===== config.mk =====
export PLATFORM = sky130hd
export DESIGN_NAME = cpu_core_bus
export DESIGN_NICKNAME = d
export VERILOG_FILES = /design/src/rtl/cpu_pkg.sv /design/src/rtl/cpu_alu.sv /design/src/rtl/cpu_core_bus.sv
export SDC_FILE = /design/constraint.sdc
export NUM_CORES = 1
export LEC_CHECK = 0
export ABC_CLOCK_PERIOD_IN_PS = 2500
export CAP_MARGIN = 30
export CORE_ASPECT_RATIO = 1.4
export CORE_UTILIZATION = 52
export DETAILED_ROUTE_END_ITERATION = 10
export PLACE_DENSITY = 0.73
export SYNTH_ARGS = -nofsm -noshare
export SYNTH_HDL_FRONTEND = slang
export SYNTH_SLANG_ARGS = --single-unit

===== constraint.sdc =====
create_clock -name clk -period 2.5 [get_ports clk]
set_input_delay 0.5 -clock clk [delete_from_list [all_inputs] [get_ports clk]]
set_output_delay 0.5 -clock clk [all_outputs]
set_load 0.03 [all_outputs]

===== src/rtl/cpu_pkg.sv =====
// Shared definitions for the bus-attached accumulator core: opcodes,
// register/source codes, instruction field positions and FSM states.
package cpu_pkg;

  // Opcodes in ir[7:5]
  localparam logic [2:0] OP_MOV = 3'b000;
  localparam logic [2:0] OP_ADD = 3'b001;
  localparam logic [2:0] OP_SUB = 3'b010;
  localparam logic [2:0] OP_LD  = 3'b011;
  localparam logic [2:0] OP_ST  = 3'b100;
  localparam logic [2:0] OP_JMP = 3'b101;
  localparam logic [2:0] OP_JZ  = 3'b110;
  localparam logic [2:0] OP_JC  = 3'b111;

  // Register codes; as a source, code 11 selects the immediate word instead of Q
  localparam logic [1:0] REG_A   = 2'b00;
  localparam logic [1:0] REG_B   = 2'b01;
  localparam logic [1:0] REG_X   = 2'b10;
  localparam logic [1:0] REG_Q   = 2'b11;
  localparam logic [1:0] SRC_IMM = 2'b11;

  // Instruction byte layout: op[7:5] dst[4:3] src[2:1] h[0]
  localparam int IR_OP_HI  = 7;
  localparam int IR_OP_LO  = 5;
  localparam int IR_DST_HI = 4;
  localparam int IR_DST_LO = 3;
  localparam int IR_SRC_HI = 2;
  localparam int IR_SRC_LO = 1;
  localparam int IR_HALT   = 0;

  typedef enum logic [2:0] {FETCH, IMM, EXEC, MEM, HALT} cpuState_t;

  // ADD, SUB and LD work on fixed operands and never consume an immediate
  function automatic logic usesSrc(input logic [2:0] op);
    return op inside {OP_MOV, OP_ST, OP_JMP, OP_JZ, OP_JC};
  endfunction

endpackage


===== src/rtl/cpu_alu.sv =====
// Combinational adder/subtractor. For subtraction carry is the
// no-borrow flag, i.e. carry = (a >= b).
module cpu_alu #(
  parameter int DATA_W = 8
) (
  input  logic [DATA_W-1:0] a,
  input  logic [DATA_W-1:0] b,
  input  logic              sub,
  output logic [DATA_W-1:0] result,
  output logic              carry
);

  logic [DATA_W-1:0] bOperand;
  logic [DATA_W:0]   sum;

  // a - b is computed as a + ~b + 1 so the carry-out is the no-borrow flag
  always_comb begin
    bOperand = sub ? ~b : b;
    sum      = {1'b0, a} + {1'b0, bOperand} + {{DATA_W{1'b0}}, sub};
    result   = sum[DATA_W-1:0];
    carry    = sum[DATA_W];
  end

endmodule


===== src/rtl/cpu_core_bus.sv =====
// Multi-cycle accumulator/register core on a single req/ack memory bus.
// FETCH -> [IMM] -> EXEC -> [MEM] -> FETCH, with an absorbing HALT state.
module cpu_core_bus
  import cpu_pkg::*;
#(
  parameter int                DATA_W   = 8,
  parameter int                ADDR_W   = 8,
  parameter logic [ADDR_W-1:0] RESET_PC = '0
) (
  input  logic              clk,
  input  logic              reset,
  output logic              mem_req,
  output logic              mem_we,
  output logic [ADDR_W-1:0] mem_addr,
  output logic [DATA_W-1:0] mem_wdata,
  input  logic [DATA_W-1:0] mem_rdata,
  input  logic              mem_ack,
  output logic [DATA_W-1:0] qout,
  output logic              halted
);

  localparam logic [ADDR_W-1:0] PC_STEP = 1;

  cpuState_t         stateReg, stateNext;
  logic [DATA_W-1:0] regFile [4];
  logic              carryReg, carryNext;
  logic [ADDR_W-1:0] pcReg, pcNext;
  logic [7:0]        irReg, irNext;
  logic [DATA_W-1:0] immReg, immNext;

  logic              regWe;
  logic [DATA_W-1:0] regWdata;
  logic [2:0]        opField;
  logic [1:0]        dstSel, srcSel;
  logic              haltBit;
  logic [DATA_W-1:0] srcVal;
  logic [ADDR_W-1:0] srcAddr, xAddr;
  logic              fetchNeedsImm;
  logic [DATA_W-1:0] aluResult;
  logic              aluCarry;

  assign opField = irReg[IR_OP_HI:IR_OP_LO];
  assign dstSel  = irReg[IR_DST_HI:IR_DST_LO];
  assign srcSel  = irReg[IR_SRC_HI:IR_SRC_LO];
  assign haltBit = irReg[IR_HALT];
  assign srcVal  = (srcSel == SRC_IMM) ? immReg : regFile[srcSel];

  // Decoded straight off the bus so the FSM can branch to IMM on the fetch ack
  assign fetchNeedsImm = !mem_rdata[IR_HALT] && usesSrc(mem_rdata[IR_OP_HI:IR_OP_LO])
                         && (mem_rdata[IR_SRC_HI:IR_SRC_LO] == SRC_IMM);

  // Data values become addresses by truncation or zero-extension
  if (DATA_W >= ADDR_W) begin : gAddrTrunc
    assign srcAddr = srcVal[ADDR_W-1:0];
    assign xAddr   = regFile[REG_X][ADDR_W-1:0];
  end else begin : gAddrExt
    assign srcAddr = {{(ADDR_W-DATA_W){1'b0}}, srcVal};
    assign xAddr   = {{(ADDR_W-DATA_W){1'b0}}, regFile[REG_X]};
  end

  cpu_alu #(.DATA_W(DATA_W)) uAlu (
    .a      (regFile[REG_A]),
    .b      (regFile[REG_B]),
    .sub    (opField == OP_SUB),
    .result (aluResult),
    .carry  (aluCarry)
  );

  // State register
  always_ff @(posedge clk or posedge reset) begin
    if (reset) stateReg <= FETCH;
    else       stateReg <= stateNext;
  end

  // Next-state logic: bus states wait for ack, EXEC always lasts one cycle
  always_comb begin
    stateNext = stateReg;
    case (stateReg)
      FETCH:   if (mem_ack) stateNext = fetchNeedsImm ? IMM : EXEC;
      IMM:     if (mem_ack) stateNext = EXEC;
      EXEC: begin
        if (haltBit)                                   stateNext = HALT;
        else if (opField == OP_LD || opField == OP_ST) stateNext = MEM;
        else                                           stateNext = FETCH;
      end
      MEM:     if (mem_ack) stateNext = FETCH;
      HALT:    stateNext = HALT;
      default: stateNext = FETCH;
    endcase
  end

  // Bus outputs; reset kills a request immediately, ahead of the flops
  always_comb begin
    mem_req   = 1'b0;
    mem_we    = 1'b0;
    mem_addr  = pcReg;
    mem_wdata = '0;
    case (stateReg)
      FETCH, IMM: mem_req = 1'b1;
      MEM: begin
        mem_req   = 1'b1;
        mem_we    = (opField == OP_ST);
        mem_addr  = xAddr;
        mem_wdata = srcVal;
      end
      default: ;
    endcase
    if (reset) mem_req = 1'b0;
  end

  // Datapath next values for the instruction, PC, immediate, flag and register file
  always_comb begin
    regWe     = 1'b0;
    regWdata  = aluResult;
    carryNext = carryReg;
    pcNext    = pcReg;
    irNext    = irReg;
    immNext   = immReg;
    case (stateReg)
      FETCH: if (mem_ack) begin
        irNext = mem_rdata[7:0];
        pcNext = pcReg + PC_STEP;
      end
      IMM: if (mem_ack) begin
        immNext = mem_rdata;
        pcNext  = pcReg + PC_STEP;
      end
      EXEC: if (!haltBit) begin
        case (opField)
          OP_MOV: begin
            regWe    = 1'b1;
            regWdata = srcVal;
          end
          OP_ADD, OP_SUB: begin
            regWe     = 1'b1;
            carryNext = aluCarry;
          end
          OP_JMP: pcNext = srcAddr;
          OP_JZ:  if (regFile[REG_A] == '0) pcNext = srcAddr;
          OP_JC:  if (carryReg) pcNext = srcAddr;
          default: ;
        endcase
      end
      MEM: if (mem_ack && opField == OP_LD) begin
        regWe    = 1'b1;
        regWdata = mem_rdata;
      end
      default: ;
    endcase
  end

  // Control registers: PC, instruction, immediate and carry
  always_ff @(posedge clk or posedge reset) begin
    if (reset) begin
      pcReg    <= RESET_PC;
      irReg    <= '0;
      immReg   <= '0;
      carryReg <= 1'b0;
    end else begin
      pcReg    <= pcNext;
      irReg    <= irNext;
      immReg   <= immNext;
      carryReg <= carryNext;
    end
  end

  // Register file A/B/X/Q, one writer per entry selected by dst
  for (genvar gi = 0; gi < 4; gi++) begin : gRegs
    always_ff @(posedge clk or posedge reset) begin
      if (reset)                           regFile[gi] <= '0;
      else if (regWe && dstSel == 2'(gi))  regFile[gi] <= regWdata;
    end
  end

  assign qout   = regFile[REG_Q];
  assign halted = (stateReg == HALT);

endmodule


==> summary.txt <==
Status
  • Status: complete, but fails checks
  • Failing checks: negative setup slack

Synth
  • Most frequent cell after synthesis: dfrtp_1
  • EDFF count, synth: 0
  • Largest cells by area after synthesis: dfrtp_1 41%, mux2_2 6.1%, mux4_2 4.9%
  • Synth Flop Type: dfrtp_1
  • Synth cell types: 58
  • Count of mapped cells out of synthesis: 366
  • Syn_area_per_cell: 10.08 sq um
  • Yosys warnings: 0
  • Top cell type's share of synthesized area: 0.4071
  • Synth top cells by count: 60 x dfrtp_1, 34 x nor2_1, 32 x a21oi_1
  • Ys async rst share: 1.000
  • Area leader, netlist: dfrtp_1
  • FF+latch count, synth: 60
  • Mapped Nets: 387
  • Synth Cell Area: 0.003689 sq mm
  • Sequential share of the synthesized area: 0.4071

Timing
  • Slew @ Worst Pin: 0.5846 ns
  • Worst hold margin: 0.3652 ns
  • RSZ-0062 raised after global routing: true
  • Final Skew: 0.01367 ns
  • Setup TNS: -0.7950 ns
  • Tcrit/Tclk final: 1.049
  • Final Setup Violations: 9
  • Slack of the critical path: -0.1230 ns
  • Max Slew Vio Count: 0
  • Rel. slew slack: 0.6102
  • Final Critical Period: 2.623 ns
  • Fmax: 381.2 MHz
  • Hold Fails Final Rpt: 0

Critical path
  • Slowest cell on crit path: dfrtp_2
  • Reg2reg path depth: 9
  • Startpoint Class: register
  • R2R Setup Slk: -0.12 ns
  • Max Fanout on Critical Path: 5
  • Crit. End Element: register
  • Top cell family by delay on the critical path: compound AO/OA/AOI/OAI gates
  • Launching point of the worst reg2reg path: irReg[7]
  • Worst setup path class: reg -> reg
  • CP Depth: 9
  • Critical Path RT: 2.72 ns
  • Setup crit start: irReg[7]
  • Worst path cell trace: nor3_4 -> buf_6 -> xor2_2 -> ha_4 -> a21o_1 -> a21o_1 -> a221oi_4 -> xor2_2 -> o21ai_1
  • Worst Path Arrival: 2.85 ns
  • Crit path to: xAddr[7]
  • CP bufs+invs: 1
  • Worst R2R End: xAddr[7]
  • Max incr delay on CP: 0.45 ns

Die
  • Initial Util: 0.5352
  • FP Rows: 36
  • Core ar.: 0.006892 sq mm
  • Die Area: 0.007439 sq mm
  • Top Ports: 38
  • Chip width: 73.18 um
  • Die H: 101.7 um

CTS
  • CTS tree: yes
  • Clock sink count: 60
  • Inserted Clock Buffers: 9
  • H-tree levels: 3
  • Root buf cell: clkbuf_8
  • Post-CTS Hold Buffers: 0
  • Longest Clk Path Bufs: 2
  • Worst-skew pair later-pin latency: 0.35 ns
  • Clock transition at the registers of the reported paths: 0.07 ns

Layout
  • Final #Nets: 458
  • Area growth syn-to-layout: 30.09%
  • Layout Utilization: 0.6963
  • Number of diodes: 0
  • Fraction of layout instances using a drive strength above 1: 0.2964
  • Non-filler instance count after layout: 537

Global routing
  • Number of global-route vias before repair: 3027
  • Largest net degree at the start of global routing: 36
  • GR Overflow Total: 0
  • Initial antenna violation count: 0
  • Gr usage total: 0.2892
  • First-pass GRT wire length: 15750 um

Power and ir drop
  • PwrDens: 1685 mW/mm^2
  • Worst IR Drop VDD: 1068 uV
  • Static leakage: 2.045 nW
  • Total power: 8.083 mW

Drt
  • Detail Route Antenna Nets: 0
  • Top layer reached by signal wires: met4
  • Pre-antenna DRT Iters: 4
  • WL per Instance: 20.29 um
  • WL met3: 605 um
  • 1st-iter DRT viols: 322
  • Met2 wire length: 5538 um
  • Via density per instance: 6.101
  • DRC violations left: 0
  • Met1 wire length: 4315 um
  • Via count: 3276
  • Final WL: 10900 um

Placed design
  • GP Congestion: 0.9764
  • Port bufs: 37
  • Dpl hpwl: 7381 um
  • Placed Cells: 512

Run
  • Max_cap viols: 0

Hold path
  • Worst min path class: in -> async
==> area by class of cell <==
class                           instances  area, sq um
Inverter                                9        33.78
Tap cell                               95        118.9
Timing Repair Buffer                   90        792.0
Clock inverter                          4        72.57
Multi-Input combinational cell        267         2133
Fill cell                             490         2093
Sequential cell                        60         1503
Clock buffer                           12        145.1
==> cell families (layout without fill, tap and decap cells) <==
kind of cell	Yosys count	count (layout)	synth area share
flops	60	60	0.4071
xor+xnor	13	13	0.03087
simple gates	108	108	0.1632
mux	36	36	0.1326
compound gates	100	100	0.1744
buf+inv	39	115	0.05597
fa+ha+maj	10	10	0.03596
==> state kept, by name (all words and copies together), names as in the netlist <==
signal    flops
regFile      16
immReg        8
irReg         8
pcReg         8
qout          8
xAddr         8
stateReg      3
carryReg      1
==> layout by cell type, fill, tap and decap left out, types with 3 or more instances in the layout <==
cell type,n
a211oi_1,3
a211oi_2,5
a21o_1,5
a21oi_1,28
a21oi_2,4
a22o_1,6
a31oi_1,8
and2_1,8
and3_1,3
buf_12,3
buf_4,47
buf_6,3
clkbuf_8,10
clkdlybuf4s50_1,20
dfrtp_1,59
dlygate4sd2_1,16
ha_1,7
inv_1,8
mux2_2,20
mux2i_1,7
mux4_2,8
nand2_1,19
nand3_1,6
nor2_1,33
nor2b_1,3
nor3_1,7
nor3b_1,4
nor4_1,3
o21ai_0,18
o21ai_1,5
o22a_1,4
xor2_1,6
xor2_2,4
==> through the flow <==
step | worst slack (ns) | area, sq um
2_1_floorplan | 0.02198 | 3707
3_3_place_gp | 0.01685 | 4388
3_5_place_dp | -0.04666 | 4388
4_1_cts | -0.00001110 | 4604
5_1_grt | -0.2320 | 4798
6_report | -0.1230 | 4798
==> routing by layer <==
| metal | vias to the layer above | track usage |
|---|---|---|
| li1 | 1473 | - |
| met1 | 1605 | 0.3739 |
| met2 | 160 | 0.4715 |
| met3 | 38 | 0.05075 |
| met4 | 0 | 0.1312 |
| met5 | - | 0 |
==> power breakdown <==
| part | switching, mW | leakage (nW) | internal [mW] | total [mW] |
|---|---|---|---|---|
| logic | 2.68 | 1.24 | 2.46 | 5.14 |
| clock network | 0.399 | 0.107 | 0.588 | 0.987 |
| registers | 0.530 | 0.704 | 1.43 | 1.96 |
==> worst min path at each step <==
stage               startpoint     endpoint  slack [ns]
floorplan              qout[7]      qout[7]        0.47
global placement     immReg[4]    immReg[4]        0.49
detailed placement   immReg[3]    immReg[3]        0.49
CTS                      reset  stateReg[0]        0.36
global route             reset  stateReg[1]        0.37
finish                   reset  stateReg[0]        0.37
==> timing repair <==
item / in CTS / in global routing
pin swaps: 1 / 19
endpoints found under the hold margin: 0 / 0
gates resized for setup: 23 / 28
setup buffers: 0 / 9
endpoints found under the setup margin: 26 / 19
==> worst reg2reg max path, cell delays in order (launching register included) <==
cell and delay (ns):
dfrtp_2 0.45, nor3_4 0.31, buf_6 0.17, xor2_2 0.20
ha_4 0.26, a21o_1 0.21, a21o_1 0.20, a221oi_4 0.33
xor2_2 0.27, o21ai_1 0.10
No activity file was read; power rests on OpenSTA's default activity.
